--- config.mk ---
export PLATFORM = sky130hd
export DESIGN_NAME = read_addr_gen
export DESIGN_NICKNAME = d
export VERILOG_FILES = /design/src/rtl/read_addr_gen.sv
export SDC_FILE = /design/constraint.sdc
export NUM_CORES = 1
export LEC_CHECK = 0
export BUFFER_PORTS_ARGS = -buffer_cell sky130_fd_sc_hd__buf_4
export CAP_MARGIN = 20
export CORE_MARGIN = 2
export CORE_UTILIZATION = 60
export CTS_CLUSTER_DIAMETER = 30
export DETAILED_ROUTE_END_ITERATION = 10
export PLACE_DENSITY = 0.82
export SLEW_MARGIN = 10
export SYNTH_ARGS = -nofsm -noshare
export SYNTH_HDL_FRONTEND = slang
export SYNTH_SLANG_ARGS = --single-unit
--- constraint.sdc ---
create_clock -name sys_clk -period 5.3 [get_ports sys_clk]
set_input_delay 0.265 -clock sys_clk [delete_from_list [all_inputs] [get_ports sys_clk]]
set_output_delay 0.265 -clock sys_clk [all_outputs]
set_load 0.02 [all_outputs]
--- src/rtl/read_addr_gen.sv ---
// Read-side frame address generator for the 4-buffer DRAM frame ring.
// Latency: addr_valid rises 1 cycle after start is accepted (or after wr_done in WAIT); frame_done 1 cycle after the last beat.
// Backpressure: addr/cnt hold while addr_ready is low; one address per cycle at full throughput.
//
// Ports:
//   sys_clk, sys_rst     clock, asynchronous active-high reset
//   wr_done, wr_sel      writer finished buffer wr_sel (single-cycle pulse)
//   start                request one frame read (sampled in IDLE only)
//   addr, addr_valid     byte address stream to the read DMA
//   addr_ready           DMA accepts addr this cycle
//   rd_sel               buffer being read, or the last one read
//   busy                 waiting for a frame or streaming one
//   frame_done           one-cycle pulse after the last word is accepted
//   overrun              sticky: writer lapped the buffer being read
module read_addr_gen #(
    parameter logic [31:0] BASE0           = 32'h0F80_0000,
    parameter logic [31:0] BASE1           = 32'h0FC0_0000,
    parameter logic [31:0] BASE2           = 32'h1000_0000,
    parameter logic [31:0] BASE3           = 32'h1040_0000,
    parameter logic [23:0] WORDS_PER_FRAME = 24'd4096
) (
    input  logic        sys_clk,
    input  logic        sys_rst,
    input  logic        wr_done,
    input  logic [1:0]  wr_sel,
    input  logic        start,
    output logic [31:0] addr,
    output logic        addr_valid,
    input  logic        addr_ready,
    output logic [1:0]  rd_sel,
    output logic        busy,
    output logic        frame_done,
    output logic        overrun
);

    localparam logic [23:0] LAST_CNT = WORDS_PER_FRAME - 24'd1;

    typedef enum logic [1:0] {
        S_IDLE   = 2'd0,
        S_WAIT   = 2'd1,
        S_STREAM = 2'd2
    } state_t;

    state_t      state;
    state_t      state_nxt;

    // Most recently completed buffer; stays valid once seen so a frame can be re-read.
    logic [1:0]  latest;
    logic        latest_valid;
    logic [23:0] cnt;

    // Control strobes decoded from the current state and inputs.
    logic        start_acc;
    logic        stream_load;
    logic [1:0]  load_sel;
    logic [31:0] load_base;
    logic        beat;
    logic        last_beat;
    logic [1:0]  rd_prev;
    logic        ovr_hit;

    function automatic logic [31:0] base_of(input logic [1:0] sel);
        logic [31:0] b;
        case (sel)
            2'd0:    b = BASE0;
            2'd1:    b = BASE1;
            2'd2:    b = BASE2;
            default: b = BASE3;
        endcase
        return b;
    endfunction

    // State register.
    always_ff @(posedge sys_clk or posedge sys_rst) begin
        if (sys_rst) begin
            state <= S_IDLE;
        end else begin
            state <= state_nxt;
        end
    end

    // Next-state logic.
    always_comb begin
        state_nxt = state;
        case (state)
            S_IDLE: begin
                if (start) begin
                    // A frame finishing this very cycle counts as available.
                    if (wr_done || latest_valid) begin
                        state_nxt = S_STREAM;
                    end else begin
                        state_nxt = S_WAIT;
                    end
                end
            end
            S_WAIT: begin
                if (wr_done) begin
                    state_nxt = S_STREAM;
                end
            end
            S_STREAM: begin
                if (addr_ready && (cnt == LAST_CNT)) begin
                    state_nxt = S_IDLE;
                end
            end
            default: state_nxt = S_IDLE;
        endcase
    end

    // Output/strobe decode.
    always_comb begin
        start_acc   = 1'b0;
        stream_load = 1'b0;
        load_sel    = latest;
        beat        = 1'b0;
        last_beat   = 1'b0;
        ovr_hit     = 1'b0;
        rd_prev     = rd_sel - 2'd1;

        case (state)
            S_IDLE: begin
                start_acc = start;
                if (start && (wr_done || latest_valid)) begin
                    stream_load = 1'b1;
                    // wr_sel from the same cycle is newer than the registered latest.
                    load_sel    = wr_done ? wr_sel : latest;
                end
            end
            S_WAIT: begin
                if (wr_done) begin
                    stream_load = 1'b1;
                    load_sel    = wr_sel;
                end
            end
            S_STREAM: begin
                // addr_valid is always high in STREAM, so ready alone marks a beat.
                beat      = addr_ready;
                last_beat = addr_ready && (cnt == LAST_CNT);
                // Writer now owns rd_sel (finished the one before it) or just rewrote it.
                ovr_hit   = wr_done && ((wr_sel == rd_prev) || (wr_sel == rd_sel));
            end
            default: ;
        endcase

        load_base = base_of(load_sel);
    end

    // Datapath and registered outputs.
    always_ff @(posedge sys_clk or posedge sys_rst) begin
        if (sys_rst) begin
            latest       <= 2'd0;
            latest_valid <= 1'b0;
            cnt          <= 24'd0;
            addr         <= BASE0;
            addr_valid   <= 1'b0;
            rd_sel       <= 2'd0;
            busy         <= 1'b0;
            frame_done   <= 1'b0;
            overrun      <= 1'b0;
        end else begin
            if (wr_done) begin
                latest       <= wr_sel;
                latest_valid <= 1'b1;
            end

            busy       <= (state_nxt != S_IDLE);
            addr_valid <= (state_nxt == S_STREAM);
            frame_done <= last_beat;

            if (stream_load) begin
                rd_sel <= load_sel;
                addr   <= load_base;
                cnt    <= 24'd0;
            end else if (beat && !last_beat) begin
                addr <= addr + 32'd4;
                cnt  <= cnt + 24'd1;
            end
            // On the last beat addr keeps the final word address.

            // start_acc and ovr_hit are mutually exclusive (IDLE vs STREAM).
            if (start_acc) begin
                overrun <= 1'b0;
            end else if (ovr_hit) begin
                overrun <= 1'b1;
            end
        end
    end

endmodule
==> results of run 1 <==
## path summary, 6_finish.rpt
path / endpoint / from
min reg2reg: latest[0] / latest[0]
max: addr[26] / addr[2]
max in group asynchronous: addr[15] / sys_rst
max reg2reg: addr[26] / addr[2]
min in group sys_clk: state[0] / wr_done
min: latest_valid / sys_rst
## state kept, by name, summed over array words and instances (netlist names)
signal / flops
addr: 30
addr_valid: 1
busy: 1
cnt: 24
frame_done: 1
latest: 2
latest_valid: 1
overrun: 1
rd_sel: 2
state: 2
## final cells by class
cell class                 instances  area (sq um)  area share
clock buffer                      12         145.1     0.03670
clock inverter                     4         20.02    0.005062
inverter                           9         33.78    0.008542
multi-input combinational        256          1675      0.4236
sequential                        65          1633      0.4128
tap                               72         90.09     0.02278
timing repair buffer              46         357.8     0.09048
## power by group through the flow
stage / Clock, W / Combinational, W / Sequential (W)
CTS: 0.000370 / 0.000165 / 0.000596
detailed placement: 0 / 0.000164 / 0.000606
global placement: 0 / 0.000160 / 0.000603
floorplan: 0 / 0.0000897 / 0.000620
global route: 0.000393 / 0.000183 / 0.000603
finish: 0.000367 / 0.000164 / 0.000596
## logic make-up (layout without fill, tap and decap cells)
family                     Yosys count  after routing  share of synthesized area
buffers and inverters               27             71                    0.04558
and+or+nand+nor                    154            154                     0.2435
DFF                                 65             65                     0.4721
xor gates and xnor gates            18             18                    0.04559
muxes                               11             11                    0.03292
AOI/OAI and AO/OA                   69             69                     0.1520
adders and majority gates            2              2                   0.007235
other                                1              2                   0.001084
## per-stage QoR
stage | total power (W) | setup slack [ps] | hold slack (ps)
CTS | 0.001131 | 2558 | 162.3
global placement | 0.0007628 | 2665 | 483.0
finish | 0.001127 | 2905 | 166.1
floorplan | 0.0007095 | 3134 | 433.7
detailed placement | 0.0007698 | 2590 | 498.4
global route | 0.001179 | 2710 | 169.7
## critical path, stage by stage (launching register included)
cell and delay [ps]:
sky130_fd_sc_hd__dfrtp_1 420, sky130_fd_sc_hd__ha_1 190, sky130_fd_sc_hd__nand3_1 270, sky130_fd_sc_hd__nor4b_2 500, sky130_fd_sc_hd__nand4_1 280, sky130_fd_sc_hd__or4_1 450
sky130_fd_sc_hd__a31oi_1 200
## cell usage in the layout (no fill, tap or decap), types with 3 or more instances in the layout
| master | instances |
|---|---|
| sky130_fd_sc_hd__and3_1 | 8 |
| sky130_fd_sc_hd__and4_1 | 3 |
| sky130_fd_sc_hd__nand4_1 | 14 |
| sky130_fd_sc_hd__inv_1 | 8 |
| sky130_fd_sc_hd__xor2_1 | 16 |
| sky130_fd_sc_hd__nand3_1 | 22 |
| sky130_fd_sc_hd__or4_1 | 8 |
| sky130_fd_sc_hd__dfrtp_1 | 60 |
| sky130_fd_sc_hd__clkbuf_8 | 10 |
| sky130_fd_sc_hd__o21ai_1 | 3 |
| sky130_fd_sc_hd__buf_4 | 45 |
| sky130_fd_sc_hd__nor3_1 | 8 |
| sky130_fd_sc_hd__o31ai_1 | 10 |
| sky130_fd_sc_hd__nand2_1 | 29 |
| sky130_fd_sc_hd__o21a_1 | 5 |
| sky130_fd_sc_hd__nor2_1 | 31 |
| sky130_fd_sc_hd__o41ai_1 | 4 |
| sky130_fd_sc_hd__clkinv_2 | 4 |
| sky130_fd_sc_hd__or3_1 | 4 |
| sky130_fd_sc_hd__dfstp_2 | 5 |
| sky130_fd_sc_hd__o21ai_0 | 5 |
| sky130_fd_sc_hd__nor4_1 | 11 |
| sky130_fd_sc_hd__and2_1 | 3 |
| sky130_fd_sc_hd__o311ai_0 | 4 |
| sky130_fd_sc_hd__a21oi_1 | 12 |
| sky130_fd_sc_hd__a31oi_1 | 4 |
| sky130_fd_sc_hd__o211ai_1 | 7 |
| sky130_fd_sc_hd__mux2i_1 | 8 |
## routing by layer
metal | wire, um | GRT usage
met5 | 0 | 0
met1 | 3280 | 0.3304
met2 | 3631 | 0.4000
met4 | 93 | 0.09322
met3 | 318 | 0.04751
==> metrics.txt, run 1 <==
count of cells along the worst register-to-register path=6; placed standard-cell area=3770 sq um; Max Freq=417.6 MHz; IO Port Bufs=42; Worst VDD drop=0.3278 mV; clock tree root buffer cell=sky130_fd_sc_hd__clkbuf_8; max-cap violation count=0; final core utilization=0.7139; Post-synth top cells=sky130_fd_sc_hd__dfrtp_1, sky130_fd_sc_hd__nor2_1, sky130_fd_sc_hd__nand2_1, sky130_fd_sc_hd__nand3_1, sky130_fd_sc_hd__xor2_1; LEAKAGE=1.734 nW; Starting Density=0.6242; cell-internal power=0.0007867 W; number of antenna violations at the first check in global routing=0; detailed-router iteration count before antenna repair=4; Most used DFF post-synth=sky130_fd_sc_hd__dfrtp_1; most frequently used cell type in the post-synthesis netlist=sky130_fd_sc_hd__dfrtp_1; Fillers=438; Gate power share=0.146; number of distinct standard cells referenced by the synthesized netlist=55; endpoints failing setup=0; Setup CP Type=reg -> reg; Worst Path Max Fanout=9; number of diodes added for antenna fixing=0; Synth Area per Inst=9.966 sq um; via count of the first global-routing pass=2674; most area-consuming cells after synthesis=sky130_fd_sc_hd__dfrtp_1, sky130_fd_sc_hd__xor2_1, sky130_fd_sc_hd__dfstp_2; worst-case headroom to the max-slew limit=0.3406; sum of negative setup slack=0 ps; Clk Latency, worst-skew pair=330 ps; final WL=7324 um; setup slack of the most critical reg-to-reg path=2910 ps; number of setup buffers added after CTS=0; switching power as a share of total power=0.3018; Die H=79.92 um; count of cells resized by post-cts repair=0; number of clock sinks=65; RSZ-0062 raised after global routing=no; synth-to-layout area growth=14.36%; proportion of power drawn by the clock network=0.326; core box area=5540 sq um; wire length of the first global-routing pass=12340 um; vias per cell=6.088; Chip Width=79.92 um; Longest Clk Path Bufs=2; count of flip-flops with a built-in enable after synthesis=0; sequential-to-total area share from yosys stat=0.4721; Least-Margin Pin Slew=980.0 ps; total power density per cell area=284.9 nW/um^2; Data arrival, critical path=2650 ps; die area=6387 sq um; required time of the worst setup path=5560 ps; number of instances in the placed design=447; pin count of the biggest net entering global routing=66; category of the worst setup path launch point=register; Post-Synthesis Cells=347; total gr overflow=0; # H-tree levels=3; fraction of final layout cells with drive strength greater than 1=0.2092; Ys Warns=0; clock transition at the register clock pins on the worst setup and hold paths after CTS=70 ps; count of routing violations after the opening detailed-route iteration=169; number of standard-cell rows in the floorplan=27; path type of the worst min-delay path=in -> async; remaining number of nets flagged by the antenna check after routing=0; Fin Clk Skew=5.701 ps; Via Count=2825; average wire per standard cell=15.78 um; DRC violations left=0; HPWL reported at the end of detailed placement=4935 um; power spent charging and discharging nets=0.0003401 W; final critical path time including I/O delays and setup=2395 ps; total standard cell area after synthesis=3458 sq um; final layout net count=396; number of hold-slack violations in the final timing report=0; share of synthesized flip-flops with an asynchronous set or reset=1.000; fraction of the cycle the final worst path needs=0.4518; non-filler cells in the finished layout=464; clock tree from TritonCTS=done; final RePlAce weighted congestion=0.7623; nature of the critical path endpoint=register; cell type contributing the most total cell area after synthesis=sky130_fd_sc_hd__dfrtp_1; number of buffers added to fix hold violations after cts=0; share of the synthesized area in the top cell type=0.4342; count of pins on the block boundary=45; run status=completed; final max-slew violation count=0; number of synthesized register bits=65; GR Util All Layers=0.2474; TritonCTS buffer count=9; final design instance area without fill=3955 sq um; part of the total power dissipated in sequential elements=0.529
No activity file was read; power rests on OpenSTA's default activity.
==> run 2, diff against run 1 <==
Settings changed: ABC_AREA set to 1, CORE_UTILIZATION 60 to 59, PLACE_DENSITY 0.82 to 0.8.
Clock period 5.3 ns to 2.51 ns, I/O delays scaled along.
==> run 2 against run 1 <==
  * The run now ends with negative hold slack left
  * Wire length increased by 40%
  * Combinational power rose to 6.0 times the previous value
  * First-iteration DRC count rose by 41%
  * Setup slack got worse by 2700 ps
  * Global-route usage increased by 3.8 points
  * Die area grew 20%
  * Maximum frequency up 2.3%
  * Critical path depth grew 3
  * Non-clock buffer count grew 2
  * Flip-flop and latch count unchanged
  * Critical endpoint is now cnt[20]
==> metrics.txt, run 2 <==
combinational family with the most area after synthesis=simple AND/OR/NAND/NOR gates; highest-count cells in the layout ignoring fill and taps=sky130_fd_sc_hd__nand2_1, sky130_fd_sc_hd__nor2_1, sky130_fd_sc_hd__nand3_1; Worst Path Max Fanout=45; Most used DFF post-synth=sky130_fd_sc_hd__dfrtp_1; final critical path time including I/O delays and setup=2341 ps; detailed-router iteration count before antenna repair=4; GR Util All Layers=0.2850; power spent charging and discharging nets=0.001241 W; Fin Clk Skew=11.83 ps; Starting Density=0.6076; Largest regs=addr: 30 flops, cnt: 24 flops; max-cap violation count=0; adder-cell share of the synthesized area=0.006062; final design instance area without fill=4688 sq um; vias per cell=5.261; global route hottest layer=met2; clock tree root buffer cell=sky130_fd_sc_hd__clkbuf_8; Via Count=4009; Worst VDD drop=0.4877 mV; via count of the first global-routing pass=3571; worst reg2reg path endpoint=cnt[20]; number of setup buffers added after CTS=0; final WL=10260 um; LEAKAGE=2.303 nW; wire length of the first global-routing pass=17110 um; sequential-to-total area share from yosys stat=0.3956; Max Freq=427.2 MHz; pin count of the biggest net entering global routing=52; cell-internal power=0.002022 W; core box area=6794 sq um; number of buffers added to fix hold violations after cts=2; number of hold-slack violations in the final timing report=1; Setup CP Type=reg -> reg; Post-synth top cells=sky130_fd_sc_hd__nand2_1, sky130_fd_sc_hd__nor2_1, sky130_fd_sc_hd__nand3_1, sky130_fd_sc_hd__dfrtp_1, sky130_fd_sc_hd__inv_1; HPWL reported at the end of detailed placement=7472 um; most frequently used cell type in the post-synthesis netlist=sky130_fd_sc_hd__nand2_1; number of clock sinks=65; global-route track usage on met1=0.4251; clock tree from TritonCTS=done; DRC violations left=0; share of the synthesized area in the top cell type=0.3637; count of flip-flops with a built-in enable after synthesis=0; placed standard-cell area=4494 sq um; switching power as a share of total power=0.3803; required time of the worst setup path=2790 ps; count of pins on the block boundary=45; number of synthesized register bits=65; Synth Area per Inst=6.668 sq um; most common cell after layout, fill and taps aside=sky130_fd_sc_hd__nand2_1; Gate power share=0.300; RSZ-0062 raised after global routing=no; Ys Warns=0; total standard cell area after synthesis=4128 sq um; fraction of final layout cells with drive strength greater than 1=0.1141; TritonCTS buffer count=9; worst hold path cell count=2; Chip Width=87.64 um; run status=finished, violations left; Longest Clk Path Bufs=2; Die H=87.64 um; count of routing violations after the opening detailed-route iteration=238; xor/xnor cell area share of the yosys netlist=0.06153; setup slack of the most critical reg-to-reg path=170 ps; post-synthesis mux area share=0.002425; remaining number of nets flagged by the antenna check after routing=0; met3 layer usage reported by global route=0.03676; final layout net count=670; category of the worst setup path launch point=register; part of the total power dissipated in sequential elements=0.449; worst-case headroom to the max-slew limit=0.5024; total gr overflow=0; Data arrival, critical path=2620 ps; path type of the worst min-delay path=in -> reg; die area=7681 sq um; Post-Synthesis Cells=619; source of the worst hold timing path=wr_done; Clk Latency, worst-skew pair=350 ps; cell type contributing the most total cell area after synthesis=sky130_fd_sc_hd__dfrtp_1; proportion of power drawn by the clock network=0.251; capture endpoint of the worst hold path=state[0]; endpoints failing setup=0; nature of the critical path endpoint=register; most flop-heavy register=addr; critical register-to-register path startpoint=cnt[0]; share of synthesized flip-flops with an asynchronous set or reset=1.000; number of flip-flops under the largest register name=30; fraction of the cycle the final worst path needs=0.9325; Synth Area in Compound Gates=0.02001; clock transition at the register clock pins on the worst setup and hold paths after CTS=70 ps; final max-slew violation count=0; final RePlAce weighted congestion=0.9627; number of distinct standard cells referenced by the synthesized netlist=33; global routing met2 resource utilization=0.4263; IO Port Bufs=42; Least-Margin Pin Slew=745.3 ps; simple-gate share of the synthesized area=0.4438; final worst hold slack=-0.1704 ps; total power density per cell area=696.0 nW/um^2; count of cells along the worst register-to-register path=9; sum of negative setup slack=0 ps; number of antenna violations at the first check in global routing=0; synth-to-layout area growth=13.58%; average wire per standard cell=13.46 um; number of standard-cell rows in the floorplan=30; violations in the final reports=negative hold slack; number of diodes added for antenna fixing=0; count of cells resized by post-cts repair=0; # H-tree levels=3; most area-consuming cells after synthesis=sky130_fd_sc_hd__dfrtp_1, sky130_fd_sc_hd__nand2_1, sky130_fd_sc_hd__nor2_1
## run 2: cell count changes in the layout (fill, tap and decap cells not counted), moves of 9 or more
cell / before / now
sky130_fd_sc_hd__a21oi_1: 12 / 1
sky130_fd_sc_hd__inv_1: 8 / 42
sky130_fd_sc_hd__nand2_1: 29 / 263
sky130_fd_sc_hd__nand3_1: 22 / 62
sky130_fd_sc_hd__nor2_1: 31 / 89
sky130_fd_sc_hd__nor4_1: 11 / 0
sky130_fd_sc_hd__o31ai_1: 10 / 0
sky130_fd_sc_hd__xnor2_1: 2 / 11
## run 2: kinds of logic after synthesis
kind of cell / count (synthesis)
buf+inv: 64
xor+xnor: 29
other cells: 1
compound gates: 15
simple gates: 442
flops: 65
fa+ha+maj: 2
mux: 1
## run 2: critical path, stage by stage (launching register included)
cell                      delay [ps]
sky130_fd_sc_hd__dfrtp_1         440
sky130_fd_sc_hd__ha_1            300
sky130_fd_sc_hd__nand2_2         130
sky130_fd_sc_hd__nor2_4           50
sky130_fd_sc_hd__and2_1          230
sky130_fd_sc_hd__nand3_2         120
sky130_fd_sc_hd__nand3_4          90
sky130_fd_sc_hd__inv_2           560
sky130_fd_sc_hd__nand4_1         220
sky130_fd_sc_hd__nand2_1         130
## run 2: cell type report
type | instances | area (sq um)
Multi-Input combinational cell | 491 | 2211
Fill cell | 618 | 2106
Sequential cell | 65 | 1633
Timing Repair Buffer | 48 | 377.9
Inverter | 46 | 172.7
Clock buffer | 13 | 158.9
Tap cell | 96 | 120.1
Clock inverter | 3 | 15.01
## run 2: metrics by stage
stage	hold slack, ps	instances	utilization	total power, W	setup slack, ps
global route	1.784	762	0.6901	0.003480	6.058
CTS	0.5760	762	0.6901	0.003277	191.3
global placement	159.9	744	0.6615	0.002437	280.0
floorplan	195.6	620	-	0.002111	610.4
finish	-0.1704	762	0.6901	0.003263	169.4
detailed placement	181.6	744	0.6615	0.002461	212.3
## run 2: worst max path at each step
stage / to / slack [ps] / cells past startpoint / startpoint
4_1_cts: cnt[20] / 190 / 11 / cnt[0]
2_1_floorplan: addr[10] / 610 / 11 / cnt[0]
5_1_grt: cnt[17] / 6 / 11 / cnt[0]
3_5_place_dp: addr[23] / 210 / 9 / cnt[0]
6_report: cnt[20] / 170 / 9 / cnt[0]
3_3_place_gp: addr[23] / 280 / 9 / cnt[0]
## run 2: power by group through the flow
stage	Sequential, W	Clock [W]	Combinational, W
after floorplan	0.00157	0	0.000539
after global placement	0.00148	0	0.000961
after detailed placement	0.00148	0	0.000980
after CTS	0.00146	0.000829	0.000985
after global routing	0.00149	0.000889	0.00110
final	0.00146	0.000820	0.000978
## run 2: routing by layer
metal | wire (um) | vias up
met4 | 204 | 0
li1 | - | 2015
met3 | 636 | 22
met1 | 4879 | 1836
met2 | 4535 | 136
met5 | 0 | -
